File: config.mk
export PLATFORM = sky130hd
export DESIGN_NAME = uart_led_cmd
export DESIGN_NICKNAME = d
export VERILOG_FILES = /design/src/rtl/uart_led_cmd_pkg.sv /design/src/rtl/uart_tx_sequencer.sv /design/src/rtl/uart_led_cmd.sv
export SDC_FILE = /design/constraint.sdc
export NUM_CORES = 1
export LEC_CHECK = 0
export CAP_MARGIN = 10
export CELL_PAD_IN_SITES_DETAIL_PLACEMENT = 1
export CELL_PAD_IN_SITES_GLOBAL_PLACEMENT = 1
export CORE_MARGIN = 2
export CORE_UTILIZATION = 40
export DETAILED_ROUTE_END_ITERATION = 8
export PLACE_DENSITY_LB_ADDON = 0.25
export SLEW_MARGIN = 30
export SYNTH_ARGS = -nofsm -noshare
export SYNTH_HDL_FRONTEND = slang
export SYNTH_SLANG_ARGS = --single-unit
File: constraint.sdc
create_clock -name i_Clock -period 3.01 [get_ports i_Clock]
set_clock_uncertainty 0.2 [all_clocks]
set_input_delay 0.7525 -clock i_Clock [delete_from_list [all_inputs] [get_ports i_Clock]]
set_output_delay 0.7525 -clock i_Clock [all_outputs]
set_load 0.01 [all_outputs]
File: src/rtl/uart_led_cmd_pkg.sv
// Shared constants, state encodings and ASCII/hex helpers for the UART LED command parser.
package uart_led_cmd_pkg;

    localparam logic [7:0] ASCII_LF = 8'h0A;
    localparam logic [7:0] ASCII_CR = 8'h0D;
    localparam logic [7:0] ASCII_L  = 8'h4C;
    localparam logic [7:0] ASCII_R  = 8'h52;
    localparam logic [7:0] ASCII_K  = 8'h4B;
    localparam logic [7:0] ASCII_QM = 8'h3F;

    localparam int BUSY_TIMEOUT_DEF = 4;

    typedef enum logic [2:0] {
        P_IDLE, P_GOT_L, P_HEX1, P_HEX2, P_GOT_R, P_BAD
    } parse_state_e;

    typedef enum logic [1:0] {
        R_IDLE, R_SEND, R_WAIT_HI, R_WAIT_LO
    } reply_state_e;

    function automatic logic is_hex(input logic [7:0] c);
        return (c >= 8'h30 && c <= 8'h39) ||
               (c >= 8'h41 && c <= 8'h46) ||
               (c >= 8'h61 && c <= 8'h66);
    endfunction

    function automatic logic [3:0] hex_to_nibble(input logic [7:0] c);
        logic [7:0] v;
        if (c <= 8'h39)      v = c - 8'h30;
        else if (c >= 8'h61) v = c - 8'h57;
        else                 v = c - 8'h37;
        return v[3:0];
    endfunction

    function automatic logic [7:0] nibble_to_hex(input logic [3:0] n);
        return (n < 4'd10) ? (8'h30 + {4'h0, n}) : (8'h37 + {4'h0, n});
    endfunction

endpackage

File: src/rtl/uart_tx_sequencer.sv
// Holds up to 3 reply bytes and hands them one at a time to the UART transmitter,
// pacing on the busy handshake with a timeout in case busy never rises.
module uart_tx_sequencer
    import uart_led_cmd_pkg::*;
#(
    parameter int BUSY_TIMEOUT = BUSY_TIMEOUT_DEF
) (
    input  logic            clk_i,
    input  logic            rst_i,
    input  logic            load_i,
    input  logic [2:0][7:0] bytes_i,
    input  logic [1:0]      len_i,
    input  logic            busy_i,
    output logic            start_o,
    output logic [7:0]      tx_data_o,
    output logic            active_o
);

    localparam int CNT_W = $clog2(BUSY_TIMEOUT + 1);
    localparam logic [CNT_W-1:0] CNT_LAST = CNT_W'(BUSY_TIMEOUT - 1);

    reply_state_e    state_q, state_d;
    logic [2:0][7:0] buf_q, buf_d;
    logic [1:0]      len_q, len_d;
    logic [1:0]      idx_q, idx_d;
    logic [CNT_W-1:0] cnt_q, cnt_d;
    logic [7:0]      tx_q, tx_d;

    always_ff @(posedge clk_i or posedge rst_i) begin
        if (rst_i) begin
            state_q <= R_IDLE;
            buf_q   <= '0;
            len_q   <= '0;
            idx_q   <= '0;
            cnt_q   <= '0;
            tx_q    <= '0;
        end else begin
            state_q <= state_d;
            buf_q   <= buf_d;
            len_q   <= len_d;
            idx_q   <= idx_d;
            cnt_q   <= cnt_d;
            tx_q    <= tx_d;
        end
    end

    always_comb begin
        state_d = state_q;
        buf_d   = buf_q;
        len_d   = len_q;
        idx_d   = idx_q;
        cnt_d   = cnt_q;
        tx_d    = tx_q;
        start_o = 1'b0;
        case (state_q)
            R_IDLE: begin
                if (load_i && len_i != 2'd0) begin
                    buf_d   = bytes_i;
                    len_d   = len_i;
                    idx_d   = 2'd0;
                    tx_d    = bytes_i[0];
                    state_d = R_SEND;
                end
            end
            // Stall here while the transmitter is still busy from an earlier byte.
            R_SEND: begin
                if (!busy_i) begin
                    start_o = 1'b1;
                    cnt_d   = '0;
                    state_d = R_WAIT_HI;
                end
            end
            R_WAIT_HI: begin
                if (busy_i || cnt_q == CNT_LAST) state_d = R_WAIT_LO;
                else                             cnt_d   = cnt_q + CNT_W'(1);
            end
            R_WAIT_LO: begin
                if (!busy_i) begin
                    if (idx_q == len_q - 2'd1) begin
                        state_d = R_IDLE;
                    end else begin
                        idx_d   = idx_q + 2'd1;
                        tx_d    = buf_q[idx_d];
                        state_d = R_SEND;
                    end
                end
            end
            default: state_d = R_IDLE;
        endcase
    end

    assign tx_data_o = tx_q;
    assign active_o  = (state_q != R_IDLE);

endmodule

File: src/rtl/uart_led_cmd.sv
// ASCII line parser between UART RX and TX: "Lhh" sets the LEDs, "R" reads them back,
// anything malformed answers "?". Bytes arriving while a reply is in flight are dropped.
module uart_led_cmd
    import uart_led_cmd_pkg::*;
#(
    parameter int LED_WIDTH    = 8,
    parameter int BUSY_TIMEOUT = BUSY_TIMEOUT_DEF
) (
    input  logic                 i_Clock,
    input  logic                 i_Reset,
    input  logic                 i_Received,
    input  logic [7:0]           i_RxData,
    input  logic                 i_Busy,
    output logic                 o_Start,
    output logic [7:0]           o_TxData,
    output logic [LED_WIDTH-1:0] o_Leds,
    output logic                 o_Overrun
);

    parse_state_e         parse_q, parse_d;
    logic                 rx_prev_q;
    logic [3:0]           hi_q, hi_d, lo_q, lo_d;
    logic [LED_WIDTH-1:0] leds_q, leds_d;
    logic                 ovr_q, ovr_d;

    logic            byte_acc, is_lf, seq_active, load;
    logic [2:0][7:0] rep_bytes;
    logic [1:0]      rep_len;
    logic [7:0]      byte_val, led_ext;

    assign byte_acc = i_Received && !rx_prev_q;
    assign is_lf    = (i_RxData == ASCII_LF);
    assign byte_val = {hi_q, lo_q};

    always_comb begin
        led_ext = '0;
        led_ext[LED_WIDTH-1:0] = leds_q;
    end

    always_ff @(posedge i_Clock or posedge i_Reset) begin
        if (i_Reset) begin
            parse_q   <= P_IDLE;
            rx_prev_q <= 1'b0;
            hi_q      <= '0;
            lo_q      <= '0;
            leds_q    <= '0;
            ovr_q     <= 1'b0;
        end else begin
            parse_q   <= parse_d;
            rx_prev_q <= i_Received;
            hi_q      <= hi_d;
            lo_q      <= lo_d;
            leds_q    <= leds_d;
            ovr_q     <= ovr_d;
        end
    end

    always_comb begin
        parse_d   = parse_q;
        hi_d      = hi_q;
        lo_d      = lo_q;
        leds_d    = leds_q;
        ovr_d     = ovr_q;
        load      = 1'b0;
        rep_bytes = '0;
        rep_len   = 2'd0;
        if (byte_acc) begin
            if (seq_active) begin
                ovr_d = 1'b1;
            end else if (i_RxData != ASCII_CR) begin
                case (parse_q)
                    P_IDLE: begin
                        // OR-ing 0x20 folds upper and lower case letters together.
                        if ((i_RxData | 8'h20) == (ASCII_L | 8'h20))      parse_d = P_GOT_L;
                        else if ((i_RxData | 8'h20) == (ASCII_R | 8'h20)) parse_d = P_GOT_R;
                        else if (!is_lf)                                  parse_d = P_BAD;
                    end
                    P_GOT_L, P_HEX1: begin
                        if (is_hex(i_RxData)) begin
                            if (parse_q == P_GOT_L) begin
                                hi_d    = hex_to_nibble(i_RxData);
                                parse_d = P_HEX1;
                            end else begin
                                lo_d    = hex_to_nibble(i_RxData);
                                parse_d = P_HEX2;
                            end
                        end else if (is_lf) begin
                            load         = 1'b1;
                            rep_bytes[0] = ASCII_QM;
                            rep_bytes[1] = ASCII_LF;
                            rep_len      = 2'd2;
                            parse_d      = P_IDLE;
                        end else begin
                            parse_d = P_BAD;
                        end
                    end
                    P_HEX2: begin
                        if (is_lf) begin
                            leds_d       = byte_val[LED_WIDTH-1:0];
                            load         = 1'b1;
                            rep_bytes[0] = ASCII_K;
                            rep_bytes[1] = ASCII_LF;
                            rep_len      = 2'd2;
                            parse_d      = P_IDLE;
                        end else begin
                            parse_d = P_BAD;
                        end
                    end
                    P_GOT_R: begin
                        if (is_lf) begin
                            load         = 1'b1;
                            rep_bytes[0] = nibble_to_hex(led_ext[7:4]);
                            rep_bytes[1] = nibble_to_hex(led_ext[3:0]);
                            rep_bytes[2] = ASCII_LF;
                            rep_len      = 2'd3;
                            parse_d      = P_IDLE;
                        end else begin
                            parse_d = P_BAD;
                        end
                    end
                    P_BAD: begin
                        if (is_lf) begin
                            load         = 1'b1;
                            rep_bytes[0] = ASCII_QM;
                            rep_bytes[1] = ASCII_LF;
                            rep_len      = 2'd2;
                            parse_d      = P_IDLE;
                        end
                    end
                    default: parse_d = P_IDLE;
                endcase
            end
        end
    end

    uart_tx_sequencer #(
        .BUSY_TIMEOUT(BUSY_TIMEOUT)
    ) u_seq (
        .clk_i     (i_Clock),
        .rst_i     (i_Reset),
        .load_i    (load),
        .bytes_i   (rep_bytes),
        .len_i     (rep_len),
        .busy_i    (i_Busy),
        .start_o   (o_Start),
        .tx_data_o (o_TxData),
        .active_o  (seq_active)
    );

    assign o_Leds    = leds_q;
    assign o_Overrun = ovr_q;

endmodule
==> results.json <==
{
  "dr.max_layer_used": "met4",
  "wl_um": 7620,
  "synth_top_family_by_area": "compound AO/OA/AOI/OAI gates",
  "ys_warn_count": 0,
  "synthMuxAreaShare_pct": 11.2,
  "start_util_pct": 41.0,
  "clk_pin_slew_ns": 0.09,
  "die_h_um": 92.8,
  "io_pins": 30,
  "maxCapViolCount": 0,
  "reg2reg_depth": 6,
  "grt_max_degree": 53,
  "syn_to_final_growth_pct": 23.0,
  "finalSetupTns_ns": 0,
  "overflow": 0,
  "num_rows": 32,
  "power_frac_comb_pct": 36.1,
  "synth_nets": 344,
  "groute.usage.overall_pct": 19.3,
  "cp_data_required_time_ns": 3.00,
  "p_clk_share_pct": 22.8,
  "final_max_slew_viol_count": 0,
  "yosys.area_share.xor_xnor_pct": 1.67,
  "vias_per_cell": 5.45,
  "max_stage_delay_ns": 0.42,
  "first_iter_violations": 69,
  "whs_path_depth": 1,
  "p_switching_uw": 809,
  "synth_edf_count": 0,
  "setup_viol": 0,
  "crit_chain": "clkdlybuf4s50_1, inv_1, ha_1, or3b_4, buf_4, o41ai_1, o2bb2ai_1, a2111oi_1, a211oi_1",
  "synth_flop_cell": "dfrtp_1",
  "coreArea_mm2": 0.00769,
  "critPathKind": "primary input to flop",
  "clk_latency_ns": 0.31,
  "die_x_um": 92.8,
  "routabilityCongestion": 0.751,
  "cts_tree": "yes",
  "period_share_pct": 95.9,
  "arrival_ns": 2.87,
  "nNetsFinal": 394,
  "vias": 2571,
  "n_fill_cell": 903,
  "drc": 0,
  "fin_crit_ns": 2.89,
  "rr_startpoint": "parse_q[2]",
  "r2r_setup_slack_ns": 0.43,
  "p_int_mw": 1.38,
  "p_per_area_mw_per_mm2": 564,
  "io_buffers": 28,
  "numCtsBuffers": 5,
  "syn_area_per_cell_um2": 9.89,
  "finish.utilization_pct": 50.5,
  "min-delay-start": "o_Overrun",
  "power_frac_seq_pct": 41.1,
  "final_common_cell": "dfrtp_1",
  "fmax_mhz": 347,
  "dpl_cell_area_mm2": 0.00374,
  "tightest_slew_ns": 0.669,
  "grt_pass1_wl_um": 13200,
  "cts_htree_levels": 2,
  "dieArea_mm2": 0.00862,
  "power.leakage_nw": 1.75,
  "post-route-cell-area_mm2": 0.00388,
  "diodes": 0,
  "min_to": "o_Overrun",
  "final_cell_mix": "dfrtp_1 (52), buf_4 (35), nand2_1 (31), o21ai_0 (30), clkdlybuf4s50_1 (27)",
  "drive_gt1_share_pct": 22.2,
  "r2r_end": "u_seq.state_q[1]",
  "drt-met1-wl_um": 3530,
  "drtPass1Iterations": 5,
  "ant_nets": 0,
  "dpl.hpwl_um": 5850,
  "rsz0062_at_grt": "no",
  "drt-wirelength-per-cell_um": 16.1,
  "hold_viol_final": 0,
  "synth_compound_area_share_pct": 19.5,
  "switching_share_pct": 37.0,
  "ys_ff_latch": 52,
  "ctsLongestPathBuffers": 2,
  "antenna_found_initial": 0,
  "vdd_drop_max_mv": 0.267,
  "outcome": "completed",
  "ys_types": 56,
  "critPathTopFamily": "compound AO/OA/AOI/OAI gates",
  "postCtsHoldBufs": 0,
  "synth-simple-area-share_pct": 16.2,
  "synth-adder-area-share_pct": 5.15,
  "end_kind": "flop",
  "async_flop_share_pct": 100,
  "ys_seq_area_share_pct": 41.2,
  "worst-path-buf-inv": 3,
  "worst_path_max_delay_cell": "clkdlybuf4s50_1",
  "grt_pass1_vias": 2658,
  "synthCells": 319,
  "worstPathMaxFanout": 4,
  "slew_headroom_pct": 55.4,
  "holdCritPathClass": "flop to flop",
  "clock_sinks": 52,
  "startpoint_type": "primary input",
  "netlist_area_mm2": 0.00316,
  "routed-wl-met3_um": 158,
  "met2_length_um": 3860,
  "root_buffer": "clkbuf_8"
}
==> metrics by stage <==
step | worst slack, ns | std cells | total power [mW] | hold slack [ns]
CTS | 0.0193 | 471 | 2.20 | 0.293
detailed placement | -0.316 | 463 | 1.70 | 0.270
global route | 0.00370 | 472 | 2.33 | 0.314
floorplan | 0.186 | 319 | 1.45 | 0.247
finish | 0.124 | 472 | 2.19 | 0.282
global placement | -0.224 | 463 | 1.67 | 0.251
==> logic make-up (layout without fill, tap and decap cells) <==
group           after synthesis  in the layout
xor+xnor                      6              6
other cells                   1              1
flops                        52             52
buf+inv                      37             88
simple gates                 90             90
mux                          32             32
compound gates               88             88
fa+ha+maj                    13             13
==> routing by layer <==
metal | GRT usage [%] | vias to the layer above
li1 | - | 1250
met1 | 25.3 | 1284
met2 | 33.6 | 32
met3 | 2.93 | 5
met4 | 4.41 | 0
met5 | 0 | -
==> power groups by stage <==
| stage | Clock [mW] | Sequential [mW] | Combinational, mW |
|---|---|---|---|
| floorplan | 0 | 0.838 | 0.609 |
| global placement | 0 | 0.908 | 0.759 |
| detailed placement | 0 | 0.911 | 0.785 |
| CTS | 0.510 | 0.898 | 0.788 |
| global route | 0.538 | 0.919 | 0.877 |
| finish | 0.500 | 0.900 | 0.789 |
==> layout make-up <==
type / instances / area, um2 / share of cell area (%)
clock buffer: 6 / 72.6 / 1.87
clock inverter: 2 / 38.8 / 0.999
inverter: 16 / 60.1 / 1.55
multi-input combinational: 230 / 1720 / 44.2
sequential: 52 / 1300 / 33.5
tap: 102 / 128 / 3.29
timing repair buffer: 64 / 566 / 14.6
==> Yosys cell counts (2+ instances only) <==
master | instances | area [um2]
a211o_1 | 2 | 17.5
a211oi_1 | 4 | 30.0
a21bo_2 | 2 | 20.0
a21boi_0 | 4 | 30.0
a21oi_1 | 10 | 50.1
a22o_1 | 13 | 114
a31oi_1 | 3 | 18.8
a32o_1 | 3 | 30.0
and3_1 | 2 | 12.5
buf_2 | 7 | 35.0
buf_4 | 2 | 15.0
clkbuf_1 | 12 | 45.0
dfrtp_1 | 52 | 1300
ha_1 | 13 | 163
inv_1 | 16 | 60.1
mux2_2 | 26 | 293
mux2i_1 | 5 | 50.1
nand2_1 | 31 | 116
nand2b_1 | 8 | 50.1
nand3_1 | 5 | 25.0
nand4_1 | 3 | 18.8
nor2_1 | 12 | 45.0
nor2b_1 | 6 | 37.5
nor3_1 | 5 | 25.0
nor3b_1 | 3 | 22.5
o21ai_0 | 30 | 150
o221ai_1 | 2 | 17.5
o2bb2ai_1 | 2 | 17.5
o41ai_1 | 3 | 26.3
or2_2 | 2 | 12.5
xnor2_1 | 6 | 52.6
==> worst max path at each step <==
| stage | startpoint | to | slack, ns | cells past startpoint |
|---|---|---|---|---|
| 2_1_floorplan | i_RxData[0] | u_seq.tx_data_o[0] | 0.19 | 8 |
| 3_3_place_gp | i_RxData[1] | hi_q[1] | -0.22 | 8 |
| 3_5_place_dp | i_RxData[1] | parse_q[0] | -0.32 | 8 |
| 4_1_cts | i_RxData[1] | parse_q[0] | 0.02 | 8 |
| 5_1_grt | i_RxData[0] | parse_q[0] | 0.004 | 9 |
| 6_report | i_RxData[0] | parse_q[0] | 0.12 | 9 |
==> timing repair <==
item	CTS	global route
resized for setup	0	5
buffers inserted	0	1
setup endpoints to repair	0	13
==> state kept, by name, indices dropped and copies added (netlist names) <==
name,flops
u_seq.len_q,2
parse_q,3
u_seq.state_q,2
u_seq.idx_q,2
o_Overrun,1
u_seq.buf_q,15
o_Leds,8
rx_prev_q,1
lo_q,4
u_seq.tx_data_o,7
hi_q,4
u_seq.cnt_q,3
Note: power is estimated with default switching activity, not from simulation.
